===== src/rtl/apb_initiator.sv =====
// apb_initiator: command-to-APB bridge sequencing IDLE/SETUP/ACCESS with registered outputs.
// Optional ACCESS-phase timeout is compiled in by defining APB_INITIATOR_TIMEOUT_EN.
module apb_initiator #(
    parameter int TIMEOUT_CYCLES = 16
) (
    input  logic        pClk,
    input  logic        pReset,
    input  logic        cmd_valid,
    output logic        cmd_ready,
    input  logic        cmd_write,
    input  logic [31:0] cmd_addr,
    input  logic [31:0] cmd_wdata,
    output logic        rsp_valid,
    output logic [31:0] rsp_rdata,
    output logic        rsp_err,
    output logic        pSel,
    output logic        pEnable,
    output logic        pWrite,
    output logic [31:0] pAddr,
    output logic [31:0] pWdata,
    input  logic [31:0] pReadData,
    input  logic        pReady
);
    typedef enum logic [1:0] {IDLE, SETUP, ACCESS} state_t;
    state_t state, nextState;
    logic accept, done, timedOut;
    assign accept = cmd_valid && cmd_ready;
`ifdef APB_INITIATOR_TIMEOUT_EN
    logic [7:0] waitCnt;
    // Abort on the last permitted low-pReady cycle so pEnable stays high for exactly TIMEOUT_CYCLES.
    assign timedOut = state == ACCESS && !pReady && waitCnt == 8'(TIMEOUT_CYCLES - 1);
    always_ff @(posedge pClk) begin
        if (pReset) waitCnt <= '0;
        else if (state == SETUP) waitCnt <= '0;
        else if (state == ACCESS && !pReady) waitCnt <= waitCnt + 8'd1;
    end
`else
    logic unusedTimeout;
    assign unusedTimeout = TIMEOUT_CYCLES != 0;
    assign timedOut = 1'b0;
`endif
    assign done = state == ACCESS && (pReady || timedOut);
    always_comb begin
        nextState = state == IDLE ? (accept ? SETUP : IDLE) : state == SETUP ? ACCESS : done ? IDLE : ACCESS;
    end
    always_ff @(posedge pClk) begin
        if (pReset) state <= IDLE;
        else state <= nextState;
    end
    always_ff @(posedge pClk) begin
        if (pReset) begin
            cmd_ready <= 1'b0;
            rsp_valid <= 1'b0;
            rsp_err   <= 1'b0;
            rsp_rdata <= '0;
            pSel      <= 1'b0;
            pEnable   <= 1'b0;
            pWrite    <= 1'b0;
            pAddr     <= '0;
            pWdata    <= '0;
        end else begin
            cmd_ready <= nextState == IDLE;
            pSel      <= nextState != IDLE;
            pEnable   <= nextState == ACCESS;
            rsp_valid <= done;
            rsp_err   <= timedOut;
            if (done) rsp_rdata <= (pWrite || timedOut) ? '0 : pReadData;
            if (accept) begin
                pWrite <= cmd_write;
                pAddr  <= cmd_addr;
                pWdata <= cmd_wdata;
            end
        end
    end
endmodule


===== config.mk =====
export PLATFORM = sky130hd
export DESIGN_NAME = apb_initiator
export DESIGN_NICKNAME = d
export VERILOG_FILES = /design/src/rtl/apb_initiator.sv
export SDC_FILE = /design/constraint.sdc
export NUM_CORES = 1
export LEC_CHECK = 0
export BUFFER_PORTS_ARGS = -buffer_cell sky130_fd_sc_hd__buf_4
export CORE_UTILIZATION = 50
export DETAILED_ROUTE_END_ITERATION = 8
export PLACE_DENSITY = 0.85
export SLEW_MARGIN = 20
export SYNTH_ARGS = -nofsm -noshare
export SYNTH_HDL_FRONTEND = slang
export SYNTH_SLANG_ARGS = --single-unit

===== constraint.sdc =====
create_clock -name pClk -period 1.97 [get_ports pClk]
set_input_delay 0.0985 -clock pClk [delete_from_list [all_inputs] [get_ports pClk]]
set_output_delay 0.0985 -clock pClk [all_outputs]
set_load 0.1 [all_outputs]

==> out/metrics.cfg, run 1 <==
[clock_network]
cts_tree = built
post-cts-setup-buffers = 0
root_buffer = clkbuf_8
clk_path_buf_depth = 2
worstSkewPairLatency_ns = 0.36
path_clk_slew_ns = 0.09
htree_levels = 3
cts_buffers = 9
cts_num_sinks = 103

[run_status]
status = complete, no violations

[routing]
drt_iter0_markers = 142
drc = 0
wire_per_inst_um = 16.1
route.vias.total = 4216
via_per_inst = 5.36
drt-total-wl_um = 12700
dr.pass1.iters = 4
ant_nets = 0

[synth]
ys_ff_latch = 103
yosys_warnings = 0
synth_fp_nets = 560
netlist.top_cell.by_area = dfxtp_1
yosysMostFrequentCell = dfxtp_1
yosys.area.top_type_share_pct = 45.2
synth.area.top_cells = dfxtp_1 45%, a21bo_1 7.7%, a21oi_1 7.3%
synth_edf_count = 0
synth_cells = 459
async_flop_share_pct = 0
synth_area_per_cell_um2 = 9.95
yosys-top-cells-count = 103 x dfxtp_1, 67 x a21oi_1, 65 x nand3_1, 35 x a21bo_1, 33 x nand2b_1
yosysSeqAreaShare_pct = 45.2
synth_area_um2 = 4570
ys_types = 21
synthFlopType = dfxtp_1

[worst_hold_path]
hold_path_class = in -> reg

[setup_path]
start_kind = flop
required_ns = 1.87
critical-path-slowest-cell = buf_4
crit_arrival_ns = 1.31
end_kind = primary output
path_common_cell = buf_4
timing.critical_path.slowest_cell_delay_ns = 0.35
crit_type = reg -> out
crit_path_max_fanout = 34
path_cells = buf_4, buf_4

[global_routing]
grt_pass1_wl_um = 20500
overflow = 0
grt_max_degree = 74
antenna_found_initial = 0
first_global_vias = 4203
grt_use_total_pct = 26.6

[timing]
drv_slew = 0
hold_ws_ns = 0.0139
finalHoldViolCount = 0
worst_slack_ns = 0.566
fmax_mhz = 712
slew_headroom_pct = 61.1
final.min_clock_period_ns = 1.40
finClkSkew_ns = 0.0176
setup_viol_count_final = 0
setup_tns_ns = 0
period_share_pct = 71.3
tightestPinTransition_ns = 0.584
rsz0062_at_grt = no

[layout]
stdcell_count = 787
fillers = 560
final_util_pct = 76.3
antennaDiodeCount = 0
syn_to_final_growth_pct = 46.3
multi_input_area_um2 = 2170
seqCellArea_um2 = 2070
nets = 776
drive_gt1_share_pct = 37.8

[place]
io_buffers = 201
dpl.cell_count = 724
preCtsSetupSlack_ns = 0.692
gp_congestion = 0.743
dp_hpwl_um = 7800

[power]
power_leakage_nw = 2.86
ir_drop_v = 0.000458
power.density_nw_per_um2 = 718

[floorplanning]
num_rows = 34
core_um2 = 8760
die_h_um = 97.6
initial_core_util_pct = 52.1
die_area_um2 = 9520
io-pin-count = 203
die_w_um = 97.6

[job]
cap_violations = 0

path summary, 6_finish.rpt:
kind              cells after the start  slack, ns           from             to
setup / recovery                      2       0.57         pWrite         pWrite
setup reg to reg                      3       0.71      cmd_ready       pAddr[7]
hold / removal                        3       0.01   cmd_addr[10]      pAddr[10]
hold reg to reg                       2       0.48  rsp_rdata[25]  rsp_rdata[25]
metrics by stage:
step | total power [mW] | area [um2]
after floorplan | 3.17 | 4570
after CTS | 4.82 | 6680
after global routing | 4.99 | 6680
after global placement | 3.46 | 6010
final | 4.80 | 6680
after detailed placement | 3.48 | 6010
sequential cells by signal, summed over array words and instances (netlist names):
signal	cells
cmd_ready	1
rsp_valid	1
pAddr	32
rsp_rdata	32
pSel	1
pWdata	32
pWrite	1
pEnable	1
state	2
placed cells by master (no fill, tap or decap), types with 2 or more instances in the layout:
cell	n
nand2b_1	33
a21oi_1	67
a21bo_1	35
buf_4	205
clkbuf_8	10
a21bo_2	30
or3b_1	32
clkinvlp_4	2
dlygate4sd3_1	48
buf_12	5
mux2i_1	32
nand3_1	65
dfxtp_1	102
worst max-delay path, delay by kind of cell (launching register included):
kind	cells	cell delay (ns)
buffers and inverters	2	0.62
DFF	1	0.32
what timing repair did:
item | in CTS | in global routing
hold buffers | 48 | 0
gates resized for setup | 0 | 0
hold endpoints to repair | 48 | 0
endpoints found under the setup margin | 0 | 0
power by group:
| part | internal [mW] | total [mW] | switching, mW |
|---|---|---|---|
| Combinational | 0.448 | 1.31 | 0.863 |
| Clock | 0.565 | 1.27 | 0.708 |
| Sequential | 2.16 | 2.21 | 0.0546 |
routing by layer:
layer	global-route usage [%]	share of wire [%]
met1	30.9	40
met2	45.5	49
met3	6.33	6.9
met4	13.1	3.5
met5	0	0
cell type report:
class | instances | share of cell area (%)
clock inverter | 4 | 0.431
multi-input combinational | 302 | 32.4
clock buffer | 11 | 2.43
inverter | 1 | 0.0562
sequential | 103 | 30.9
tap | 108 | 2.02
timing repair buffer | 258 | 31.7
kinds of logic (layout without fill, tap and decap cells):
group | count (synthesis) | after routing | synth area share, %
AO/OA/AOI/OAI | 133 | 133 | 21.7
other | 1 | 1 | 0.0821
multiplexers | 32 | 32 | 7.01
flip-flops | 103 | 103 | 45.2
buffers and inverters | 54 | 274 | 7.42
AND/OR/NAND/NOR | 136 | 136 | 18.6
Note: power is estimated with default switching activity, not from simulation.
==> run 2, diff against run 1 <==
--- a/config.mk
+++ b/config.mk
@@ -6,9 +6,9 @@
 export NUM_CORES = 1
 export LEC_CHECK = 0
 export BUFFER_PORTS_ARGS = -buffer_cell sky130_fd_sc_hd__buf_4
-export CORE_UTILIZATION = 50
+export CORE_UTILIZATION = 47
 export DETAILED_ROUTE_END_ITERATION = 8
-export PLACE_DENSITY = 0.85
+export PLACE_DENSITY = 0.81
 export SLEW_MARGIN = 20
 export SYNTH_ARGS = -nofsm -noshare
 export SYNTH_HDL_FRONTEND = slang
==> constraint.sdc (replaced) <==
create_clock -name pClk -period 1.3 [get_ports pClk]
set_input_delay 0.065 -clock pClk [delete_from_list [all_inputs] [get_ports pClk]]
set_output_delay 0.065 -clock pClk [all_outputs]
set_load 0.1 [all_outputs]
==> run 2 against run 1 <==
  * Critical path depth stayed put
  * Global-route usage shrank 1.1 points
  * Non-clock buffer count increased by 27
  * Worst hold slack gained 0.033 ns
  * First-iteration DRC count shrank 18%
  * Clock power is 68% higher
  * Worst setup slack got worse by 0.46 ns
  * Sequential cell count unchanged
  * Final area rose by 6.5%
  * Die area grew 6.3%
  * Sequential share of layout area is 0.71 points lower
  * Critical endpoint is now cmd_ready
  * Largest power group unchanged
==> out/metrics.cfg, run 2 (synthesized netlist as in run 1, its figures left out) <==
[clock_network]
htree_levels = 3
clk_path_buf_depth = 2
cts_num_sinks = 103
cts_buffers = 9
cts_tree = built
path_clk_slew_ns = 0.10
worstSkewPairLatency_ns = 0.36
root_buffer = clkbuf_8

[timing]
period_share_pct = 91.5
hold_ws_ns = 0.0467
fmax_mhz = 841
setup_tns_ns = 0
worst_slack_ns = 0.110
drv_slew = 0
rsz0062_at_grt = no
finalHoldViolCount = 0
finClkSkew_ns = 0.0122
slew_headroom_pct = 59.9
setup_viol_count_final = 0
tightestPinTransition_ns = 0.602
final.min_clock_period_ns = 1.19

[setup_path]
reg2reg_to = rsp_rdata[4]
crit_type = reg -> out
path_common_cell = buf_12
path_delay_family = flip-flops
crit_arrival_ns = 1.12
end_kind = primary output
path_cells = buf_12, buf_12
cp.depth = 2
start_kind = flop
timing.critical_path.slowest_cell_delay_ns = 0.41
r2r_start = pWrite
critical-path-slowest-cell = dfxtp_4
crit_path_max_fanout = 25
cp.buffers_inverters = 2
reg2reg_depth = 3
r2r_slack_ns = 0.11
required_ns = 1.24

[global_routing]
first_global_vias = 4251
grt_max_degree = 79
grt_use_total_pct = 25.5
overflow = 0
grt_pass1_wl_um = 20400
antenna_found_initial = 0

[layout]
fillers = 618
syn_to_final_growth_pct = 55.9
seqCellArea_um2 = 2150
antennaDiodeCount = 0
reg_top3 = pAddr x32, pWdata x32, rsp_rdata x32
final_area_um2 = 7120
final_cell_mix = 209 x buf_4, 67 x a21oi_1, 65 x nand3_1, 65 x dlygate4sd3_1, 64 x dfxtp_2
drive_gt1_share_pct = 47.0
layout_commonest_cell = buf_4
stdcell_count = 834
nets = 803
multi_input_area_um2 = 2170
final_util_pct = 76.3

[place]
dp_hpwl_um = 7990
gp_congestion = 0.779
dpl.cell_count = 751
preCtsSetupSlack_ns = 0.139
io_buffers = 201
placed_area_um2 = 6200

[routing]
drt_iter0_markers = 116
via_per_inst = 5.18
drt-total-wl_um = 13300
ant_nets = 0
route.vias.total = 4320
drc = 0
wire_per_inst_um = 15.9
dr.pass1.iters = 5

[power]
power.density_nw_per_um2 = 1070
ir_drop_v = 0.000560
power_leakage_nw = 3.04
p_total_mw = 7.61

[floorplanning]
die_h_um = 101
io-pin-count = 203
die_w_um = 101
num_rows = 35
die_area_um2 = 10100
initial_core_util_pct = 49.0
core_um2 = 9330

[job]
cap_violations = 0

[worst_hold_path]
hold_path_class = in -> reg
whs_path_depth = 3
worstHoldStart = pReadData[5]
min_to = rsp_rdata[5]

[run_status]
status = complete, no violations

[run 2: cell count changes in the layout (fill, tap and decap cells not counted)]
cell	previous run	this run
clkinvlp_4	2	1
clkinv_4	1	0
buf_12	5	9
dfxtp_4	1	2
dfxtp_2	0	64
buf_4	205	209
clkbuf_8	10	11
dfxtp_1	102	37
clkinv_2	1	0
dlygate4sd3_1	48	65
bufinv_16	0	1
buf_6	0	2
[run 2: layer usage]
layer / global-route usage (%) / routed length, um / vias up / part of all wire [%]
met5: 0 / 0 / - / 0
met3: 6.38 / 972 / 23 / 7.3
met2: 44.7 / 6550 / 176 / 49
met1: 29.9 / 5480 / 2028 / 41
met4: 9.59 / 267 / 0 / 2.0
li1: - / - / 2093 / -
[run 2: layout make-up]
type                       instances  share of cell area [%]
tap                              129                    2.27
clock buffer                      12                    2.48
multi-input combinational        302                    30.4
timing repair buffer             285                    34.0
inverter                           1                  0.0527
sequential                       103                    30.2
clock inverter                     2                   0.527
[run 2: where the power goes]
part / switching, mW / internal (mW)
Combinational: 1.35 / 0.762
Sequential: 0.0788 / 3.29
Clock: 1.04 / 1.09
Total: 2.46 / 5.15
[run 2: worst reg2reg max path, delay by kind of cell (launching register included)]
kind,cells,cell delay [ns]
AND/OR/NAND/NOR,1,0.37
buffers and inverters,1,0.18
flip-flops,1,0.42
multiplexers,1,0.15
[run 2: repair_timing]
item                                   CTS  global route
gates resized for setup                  4             0
buffers inserted                         1             3
setup endpoints to repair                2             2
hold buffers                            65             0
endpoints found under the hold margin   65             0
[run 2: how the worst max path moves through the flow]
stage | from | end | slack [ns]
finish | cmd_ready | cmd_ready | 0.11
global route | cmd_ready | cmd_ready | 0.06
CTS | cmd_ready | cmd_ready | 0.02
detailed placement | pReset | pWdata[4] | 0.14
global placement | pReset | pWdata[14] | 0.18
floorplan | cmd_ready | pAddr[0] | 0.03
